### src/rtl/pipe_ctrl.sv
// Pipeline sequencing controller: merges stage stall requests, turns MEM exceptions into a flush + lockout.
// Optional stall watchdog enabled by defining PIPE_CTRL_STALL_WDT_EN.
module pipe_ctrl #(
  parameter int          STALL_LIMIT = 256,
  parameter logic [31:0] EXC_VECTOR  = 32'h0000_0040,
  parameter logic [31:0] INT_VECTOR  = 32'h0000_0020
) (
  input  logic        clk,
  input  logic        rst,
  input  logic        stallreq_id,
  input  logic        stallreq_ex,
  input  logic        stallreq_mem,
  input  logic [31:0] excepttype,
  input  logic [31:0] cp0_epc,
  output logic [5:0]  stall,
  output logic        flush,
  output logic [31:0] new_pc,
  output logic [31:0] stall_cycles,
  output logic [15:0] flush_count,
  output logic        wdt_fired
);

  // state | meaning
  // RUN   | pipeline flowing, no stall last cycle
  // STALL | at least one stall request honoured last cycle
  // LOCK  | cycle right after a flush; requests and exceptions ignored
  typedef enum logic [1:0] {RUN, STALL, LOCK} state_t;

  state_t state_q, state_d;
  logic   exc;
  logic   wdt_force;

  if (STALL_LIMIT < 2 || STALL_LIMIT > 65535) begin : g_bad_limit
    $error("pipe_ctrl: STALL_LIMIT out of range 2..65535");
  end

  assign exc = (excepttype != 32'h0);

`ifdef PIPE_CTRL_STALL_WDT_EN
  logic [15:0] run_q;
  logic        wdt_q;

  // run_q only reaches STALL_LIMIT via a stalled cycle at STALL_LIMIT-1, so this is the cycle after.
  assign wdt_force = (state_q == STALL) && (run_q == 16'(STALL_LIMIT));
  assign wdt_fired = wdt_q;

  always_ff @(posedge clk) begin
    if (rst) begin
      run_q <= '0;
      wdt_q <= 1'b0;
    end else begin
      run_q <= (flush || stall == 6'b0) ? 16'h0 : run_q + 16'h1;
      if (wdt_force) wdt_q <= 1'b1;
    end
  end
`else
  assign wdt_force = 1'b0;
  assign wdt_fired = 1'b0;
`endif

  always_comb begin
    stall   = 6'b000000;
    flush   = 1'b0;
    new_pc  = 32'h0;
    state_d = state_q;
    if (!rst) begin
      case (state_q)
        LOCK: state_d = RUN;
        default: begin
          if (wdt_force) begin
            flush   = 1'b1;
            new_pc  = EXC_VECTOR;
            state_d = LOCK;
          end else if (exc) begin
            flush   = 1'b1;
            state_d = LOCK;
            case (excepttype)
              32'h1:   new_pc = INT_VECTOR;
              32'he:   new_pc = cp0_epc;
              default: new_pc = EXC_VECTOR;
            endcase
          end else begin
            if (stallreq_mem)     stall = 6'b011111;
            else if (stallreq_ex) stall = 6'b001111;
            else if (stallreq_id) stall = 6'b000111;
            state_d = (stall != 6'b0) ? STALL : RUN;
          end
        end
      endcase
    end
  end

  always_ff @(posedge clk) begin
    if (rst) begin
      state_q      <= RUN;
      stall_cycles <= '0;
      flush_count  <= '0;
    end else begin
      state_q <= state_d;
      if (stall != 6'b0 && stall_cycles != 32'hFFFF_FFFF)
        stall_cycles <= stall_cycles + 32'h1;
      if (flush)
        flush_count <= flush_count + 16'h1;
    end
  end

endmodule

### config.mk
export PLATFORM = sky130hd
export DESIGN_NAME = pipe_ctrl
export DESIGN_NICKNAME = d
export VERILOG_FILES = /design/src/rtl/pipe_ctrl.sv
export SDC_FILE = /design/constraint.sdc
export NUM_CORES = 1
export LEC_CHECK = 0
export CORE_MARGIN = 1
export CORE_UTILIZATION = 41
export CTS_BUF_LIST = sky130_fd_sc_hd__clkbuf_8 sky130_fd_sc_hd__clkbuf_16
export CTS_CLUSTER_SIZE = 40
export DETAILED_ROUTE_END_ITERATION = 10
export GPL_TIMING_DRIVEN = 0
export PLACE_DENSITY_LB_ADDON = 0.3
export SYNTH_ARGS = -nofsm -noshare
export SYNTH_HDL_FRONTEND = slang
export SYNTH_SLANG_ARGS = --single-unit
export TNS_END_PERCENT = 10
### constraint.sdc
create_clock -name clk -period 3.4 [get_ports clk]
set_input_delay 0.51 -clock clk [delete_from_list [all_inputs] [get_ports clk]]
set_output_delay 0.51 -clock clk [all_outputs]
set_load 0.005 [all_outputs]
==> impl_metrics.yaml, run 1 <==
layout:
  antenna_cells: 0
  syn2layout_area_growth_pct: 68.12
  fin_area_sq_mm: 0.004533
  fin_cells: 594
  fin_util: 0.7139
  fin_nets: 587
  drive_gt1_frac: 0.05996
logic_synthesis:
  synth-seq-area-share: 0.3712
  synth.area.top_cells: "dfxtp_1 37%, xor2_1 7.1%, and2_1 7.0%, nor2_1 7.0%, nand3_1 5.4%"
  ys.flop_type: "dfxtp_1"
  ys_ff_latch: 50
  ys_async_sr_fraction: 0
  ys_warn_count: 0
  synth_top_area_cell: "dfxtp_1"
  yosys.area.top_type_share: 0.3712
  synth_edf_count: 0
  synthCells: 349
  syn_area_sq_mm: 0.002696
  syn_avg_cell_area_sq_um: 7.726
  synth.distinct_cells: 36
worst_setup_path:
  r2r_slack_ns: 0.75
  reg2regPathDepth: 8
  slowest_stage: "or4_4"
  r2r_start: "stall_cycles[0]"
  worstSetupEndpointType: "output pin"
  required_ns: 2.89
  cp_max_fo: 4
  max_stage_delay_ns: 0.58
  worstSetupPathType: "in -> out"
  cp-start-kind: "primary input"
  crit_family: "buffers and inverters"
  cp_common_cell: "clkdlybuf4s50_1"
  timing.rr.end: "stall_cycles[21]"
  cp_cell_sequence: "clkdlybuf4s50_1 -> or4_4 -> a2111o_1 -> nor3_4 -> buf_6 -> buf_4 -> clkdlybuf4s50_1"
  worst-path-buf-inv: 4
  cp.arrival_ns: 2.83
min_path:
  holdPathStages: 2
  hp-start: "stall_cycles[1]"
  whs_endpoint: "stall_cycles[1]"
  hold_class: "reg -> reg"
power_and_ir_drop:
  total_leakage_power_uw: 0.001614
  p_clk_frac: 0.355
  swShare: 0.2156
  p_sw_uw: 245.8
  ir_drop_mv: 0.2616
  p_comb_frac: 0.119
  internal_power_uw: 894.3
  cellPowerDensity_mw_per_mm2: 251.5
  seq_power_share: 0.526
floorplanning:
  design.portCount: 157
  rows: 29
  die-area_sq_mm: 0.006905
  core_sq_mm: 0.006350
  die_h_um: 83.10
  dieWidth_um: 83.10
  start_util: 0.4246
global_routing:
  grt-ovfl-total: 0
  grt_pass1_wl_um: 14300
  grt_pass1_vias: 2822
  grt_max_degree: 15
  antenna_found_initial: 0
  grt_usage: 0.2576
sta:
  drv_slew: 0
  slew_headroom: 0.5526
  whs_ns: 0.5117
  fin_crit_ns: 3.342
  finalCritPeriodShare: 0.9830
  finalClockSkew_ns: 0.007423
  fmax_ghz: 0.2992
  hold_viol: 0
  worst_slew_pin_slew_ns: 0.6650
  setup_violations: 0
flow_run:
  cap_viol_max_count: 0
route:
  drt_iter0_drc: 129
  ant_nets: 0
  dr.pass1.iters: 5
  drc: 0
  wire_per_inst_um: 15.12
  vias_per_cell: 5.269
  drt_wl_total_um: 8983
  vias: 3130
clock_tree:
  clock_path_buffers: 2
  cts-hold-fix-buffers: 0
  path_clk_slew_ns: 0.09
  cts_buffers: 5
  root_buffer: "clkbuf_8"
  clock_latency_ns: 0.30
  htreeDepth: 2
  cts_num_sinks: 50
  cts_tree: "yes"
placed_design:
  post-dp-hpwl_um: 6934
  dpl_cell_area_sq_mm: 0.004338
  dp_cells: 581
  gp_congestion: 0.8879
  io_buffers: 154
status:
  status: "finished clean"
[cell type report]
cell class,count,area [sq um]
Clock inverter,3,37.54
Tap cell,77,96.34
Clock buffer,5,68.82
Sequential cell,50,1001
Timing Repair Buffer,159,1584
Buffer,16,93.84
Inverter,17,65.06
Multi-Input combinational cell,267,1587
Fill cell,510,1817
[power groups by stage]
| stage | combinational, uW | clock, uW | sequential (uW) |
|---|---|---|---|
| 6_report | 136 | 405 | 599 |
| 3_3_place_gp | 130 | 0 | 612 |
| 5_1_grt | 144 | 447 | 600 |
| 4_1_cts | 133 | 408 | 599 |
| 3_5_place_dp | 132 | 0 | 613 |
| 2_1_floorplan | 29.3 | 0 | 610 |
[cell usage in the layout, fill, tap and decap left out, types with 3 or more instances in the layout]
| cell type | netlist | layout |
|---|---|---|
| clkdlybuf4s50_1 | 0 | 152 |
| dfxtp_1 | 50 | 50 |
| nor2_1 | 50 | 48 |
| and2_1 | 30 | 30 |
| nand3_1 | 29 | 29 |
| xor2_1 | 22 | 22 |
| nand2_1 | 22 | 21 |
| nand4_1 | 19 | 19 |
| inv_1 | 16 | 18 |
| nor3_1 | 15 | 15 |
| a21oi_1 | 12 | 12 |
| xnor2_1 | 11 | 11 |
| nor4_1 | 11 | 9 |
| buf_4 | 4 | 9 |
| o21ai_0 | 8 | 8 |
| or3_1 | 7 | 7 |
| clkbuf_1 | 9 | 6 |
| clkbuf_8 | 0 | 5 |
| or4_1 | 4 | 4 |
| buf_2 | 3 | 3 |
| and4_1 | 3 | 3 |
| and3_1 | 3 | 3 |
| o31ai_1 | 4 | 3 |
[Yosys cell counts (all sizes together), types with 2 or more instances]
master,n
a21boi,2
a21oi,12
and2,30
and3,3
and4,3
buf,7
clkbuf,9
dfxtp,50
ha,2
inv,16
nand2,22
nand3,29
nand4,19
nor2,50
nor3,16
nor4,11
o21ai,8
o31ai,4
or3,7
or4,5
xnor2,11
xor2,22
[what timing repair did]
action / 4_1_cts / 5_1_grt
hold endpoints to repair: 0 / 0
setup buffers: 3 / 2
pin swaps: 3 / 5
setup endpoints to repair: 34 / 33
resized for setup: 3 / 20
[layer usage]
layer  part of all wire  vias to the layer above  GRT usage
li1                   -                     1534          -
met1               0.44                     1444     0.3487
met2               0.47                      146     0.4061
met3              0.086                        6    0.09046
met4             0.0033                        0    0.03292
met5                  0                        -          0
[worst register-to-register path: cells and delay by family, from the launching register on]
| kind | cells | cell delay [ns] |
|---|---|---|
| DFF | 1 | 0.42 |
| buffers and inverters | 2 | 0.27 |
| AOI/OAI and AO/OA | 2 | 0.26 |
| adders and majority gates | 1 | 0.28 |
| and+or+nand+nor | 3 | 1.35 |
[logic make-up (layout without fill, tap and decap cells)]
family / Yosys count / in the layout / share of synthesized area
AND/OR/NAND/NOR: 198 / 198 / 0.3838
flip-flops: 50 / 50 / 0.3712
XOR/XNOR: 33 / 33 / 0.1072
buffers and inverters: 33 / 200 / 0.05290
AO/OA/AOI/OAI: 31 / 31 / 0.07054
adder cells (fa/ha/maj): 2 / 2 / 0.009279
other: 1 / 2 / 0.001391
multiplexers: 1 / 1 / 0.003712
[metrics by stage]
stage / TNS [ns] / power [uW] / worst slack [ns]
global route: -0.08645 / 1192 / -0.01971
detailed placement: -7.092 / 744.5 / -0.3435
finish: 0 / 1140 / 0.05764
global placement: -5.217 / 741.9 / -0.3214
floorplan: 0 / 639.8 / 0.8529
CTS: -1.509 / 1140 / -0.09325
[worst max-delay path by stage]
stage	start	endpoint	slack [ns]	depth (start not counted)
finish	excepttype[0]	stall[2]	0.06	7
global route	excepttype[19]	new_pc[9]	-0.02	9
CTS	excepttype[17]	new_pc[26]	-0.09	9
detailed placement	excepttype[0]	stall[2]	-0.34	7
global placement	excepttype[0]	stall[2]	-0.32	7
floorplan	excepttype[0]	stall[1]	0.85	5
[flip-flops by register name (all words and copies together), names as in the netlist]
name	flops
flush_count	16
stall_cycles	32
state_q	2
Power figures use the tool's default switching activity.
==> run 2, diff against run 1 <==
==> constraint.sdc (replaced) <==
create_clock -name clk -period 4 [get_ports clk]
set_input_delay 0.6 -clock clk [delete_from_list [all_inputs] [get_ports clk]]
set_output_delay 0.6 -clock clk [all_outputs]
set_load 0.005 [all_outputs]
==> impl_metrics.yaml, run 2 (synthesis gave the netlist of run 1 again) <==
route:
  dr.pass1.iters: 5
  drc: 0
  drt_iter0_drc: 146
  wire_per_inst_um: 14.96
  vias: 3063
  ant_nets: 0
  drt_wl_total_um: 8827
  vias_per_cell: 5.192
floorplanning:
  core_sq_mm: 0.006350
  design.portCount: 157
  dieWidth_um: 83.10
  rows: 29
  start_util: 0.4246
  die_h_um: 83.10
  die-area_sq_mm: 0.006905
clock_tree:
  clock_path_buffers: 2
  htreeDepth: 2
  clock_latency_ns: 0.30
  path_clk_slew_ns: 0.08
  cts_buffers: 5
  cts-hold-fix-buffers: 0
  cts_num_sinks: 50
  cts_tree: "yes"
  root_buffer: "clkbuf_8"
worst_setup_path:
  crit_family: "buffers and inverters"
  reg2regPathDepth: 6
  cp_max_fo: 12
  slowest_stage: "or4_4"
  worst-path-buf-inv: 4
  cp_common_cell: "clkdlybuf4s50_1"
  required_ns: 3.40
  cp.arrival_ns: 3.27
  startpoint: "excepttype[0]"
  worstSetupPathType: "in -> out"
  cp_cell_sequence: "clkdlybuf4s50_1 -> or4_4 -> a2111o_1 -> nor3_4 -> clkbuf_4 -> buf_4 -> clkdlybuf4s50_1"
  cp-start-kind: "primary input"
  cp_num_cells: 7
  worstSetupEndpointType: "output pin"
  r2r_start: "stall_cycles[11]"
  max_stage_delay_ns: 0.59
layout:
  final_cell_mix: "154 x clkdlybuf4s50_1, 50 x nor2_1, 50 x dfxtp_1, 30 x and2_1, 29 x nand3_1"
  fin_nets: 583
  fin_util: 0.7015
  final_common_cell: "clkdlybuf4s50_1"
  seq_area_sq_mm: 0.001001
  largest_reg_flops: 32
  syn2layout_area_growth_pct: 65.20
  drive_gt1_frac: 0.03314
  top_regs: "stall_cycles: 32 flops, flush_count: 16 flops, state_q: 2 flops"
  multi_input_area_sq_mm: 0.001556
  top_register: "stall_cycles"
  fillers: 518
  antenna_cells: 0
  fin_cells: 590
status:
  status: "finished clean"
sta:
  finalCritPeriodShare: 0.9668
  fin_crit_ns: 3.867
  worst_slew_pin_slew_ns: 0.6596
  setup_tns_ns: 0
  fmax_ghz: 0.2586
  rsz0062_at_grt: "no"
  setup_violations: 0
  slew_headroom: 0.5562
  drv_slew: 0
  hold_viol: 0
  finalClockSkew_ns: 0.005042
power_and_ir_drop:
  total_leakage_power_uw: 0.001539
  cellPowerDensity_mw_per_mm2: 217.1
  ir_drop_mv: 0.2223
global_routing:
  grt_pass1_wl_um: 14150
  antenna_found_initial: 0
  grt_usage: 0.2552
  grt_pass1_vias: 2815
  grt_max_degree: 15
  grt-ovfl-total: 0
placed_design:
  gp_congestion: 0.8879
  post-dp-hpwl_um: 6934
  io_buffers: 154
  dp_cells: 581
flow_run:
  cap_viol_max_count: 0
min_path:
  hold_class: "reg -> reg"
  holdPathStages: 2
  hp-start: "stall_cycles[28]"
[run 2: cell types whose count changed in the layout (fill, tap and decap cells not counted), moves of 2 or more]
| cell | before | now |
|---|---|---|
| nor4_1 | 9 | 11 |
| nor4_2 | 2 | 0 |
| nor2_1 | 48 | 50 |
| dlymetal6s2s_1 | 2 | 0 |
| buf_4 | 9 | 5 |
| clkbuf_1 | 6 | 8 |
| clkdlybuf4s50_1 | 152 | 154 |
[run 2: path summary, 6_finish.rpt]
check | to | slack [ns]
max reg2reg | stall_cycles[28] | 1.36
min | stall_cycles[28] | 0.51
max | stall[2] | 0.13
min reg2reg | stall_cycles[28] | 0.51
[run 2: per-stage QoR]
step	hold slack [ns]	power (uW)	setup slack [ns]	area (sq um)
2_1_floorplan	0.4765	543.8	1.273	2700
3_3_place_gp	0.4831	630.6	0.09862	4338
3_5_place_dp	0.4943	632.9	0.07649	4338
4_1_cts	0.5075	969.1	0.06992	4444
5_1_grt	0.5442	1009	0.01468	4454
6_report	0.5114	966.9	0.1328	4454
[run 2: worst register-to-register path, delay by kind of cell (launching register included)]
family	cells	cell delay, ns
flops	1	0.43
simple gates	4	1.49
compound gates	2	0.66
[run 2: final cells by class]
class                      instances  area share
buffer                            16     0.01826
clock buffer                       5     0.01545
clock inverter                     3    0.008427
inverter                          17     0.01433
multi-input combinational        267      0.3494
sequential                        50      0.2247
tap                               77     0.02163
timing repair buffer             155      0.3478
[run 2: metal layers]
layer | vias up | track usage | share of wire
met5 | - | 0 | 0
met1 | 1411 | 0.3448 | 0.45
met4 | 0 | 0.03292 | 0.0027
li1 | 1524 | - | -
met2 | 124 | 0.4024 | 0.46
met3 | 4 | 0.09046 | 0.081
[run 2: what timing repair did]
| action | 4_1_cts | 5_1_grt |
|---|---|---|
| setup endpoints to repair | 0 | 21 |
| setup buffers | 0 | 1 |
| gates resized for setup | 0 | 2 |
[run 2: where the power goes]
part | leakage, uW | switching, uW | internal (uW) | total [uW]
Clock | 0.0000607 | 163 | 182 | 345
Combinational | 0.00107 | 37.3 | 75.6 | 113
Sequential | 0.000403 | 7.43 | 502 | 509
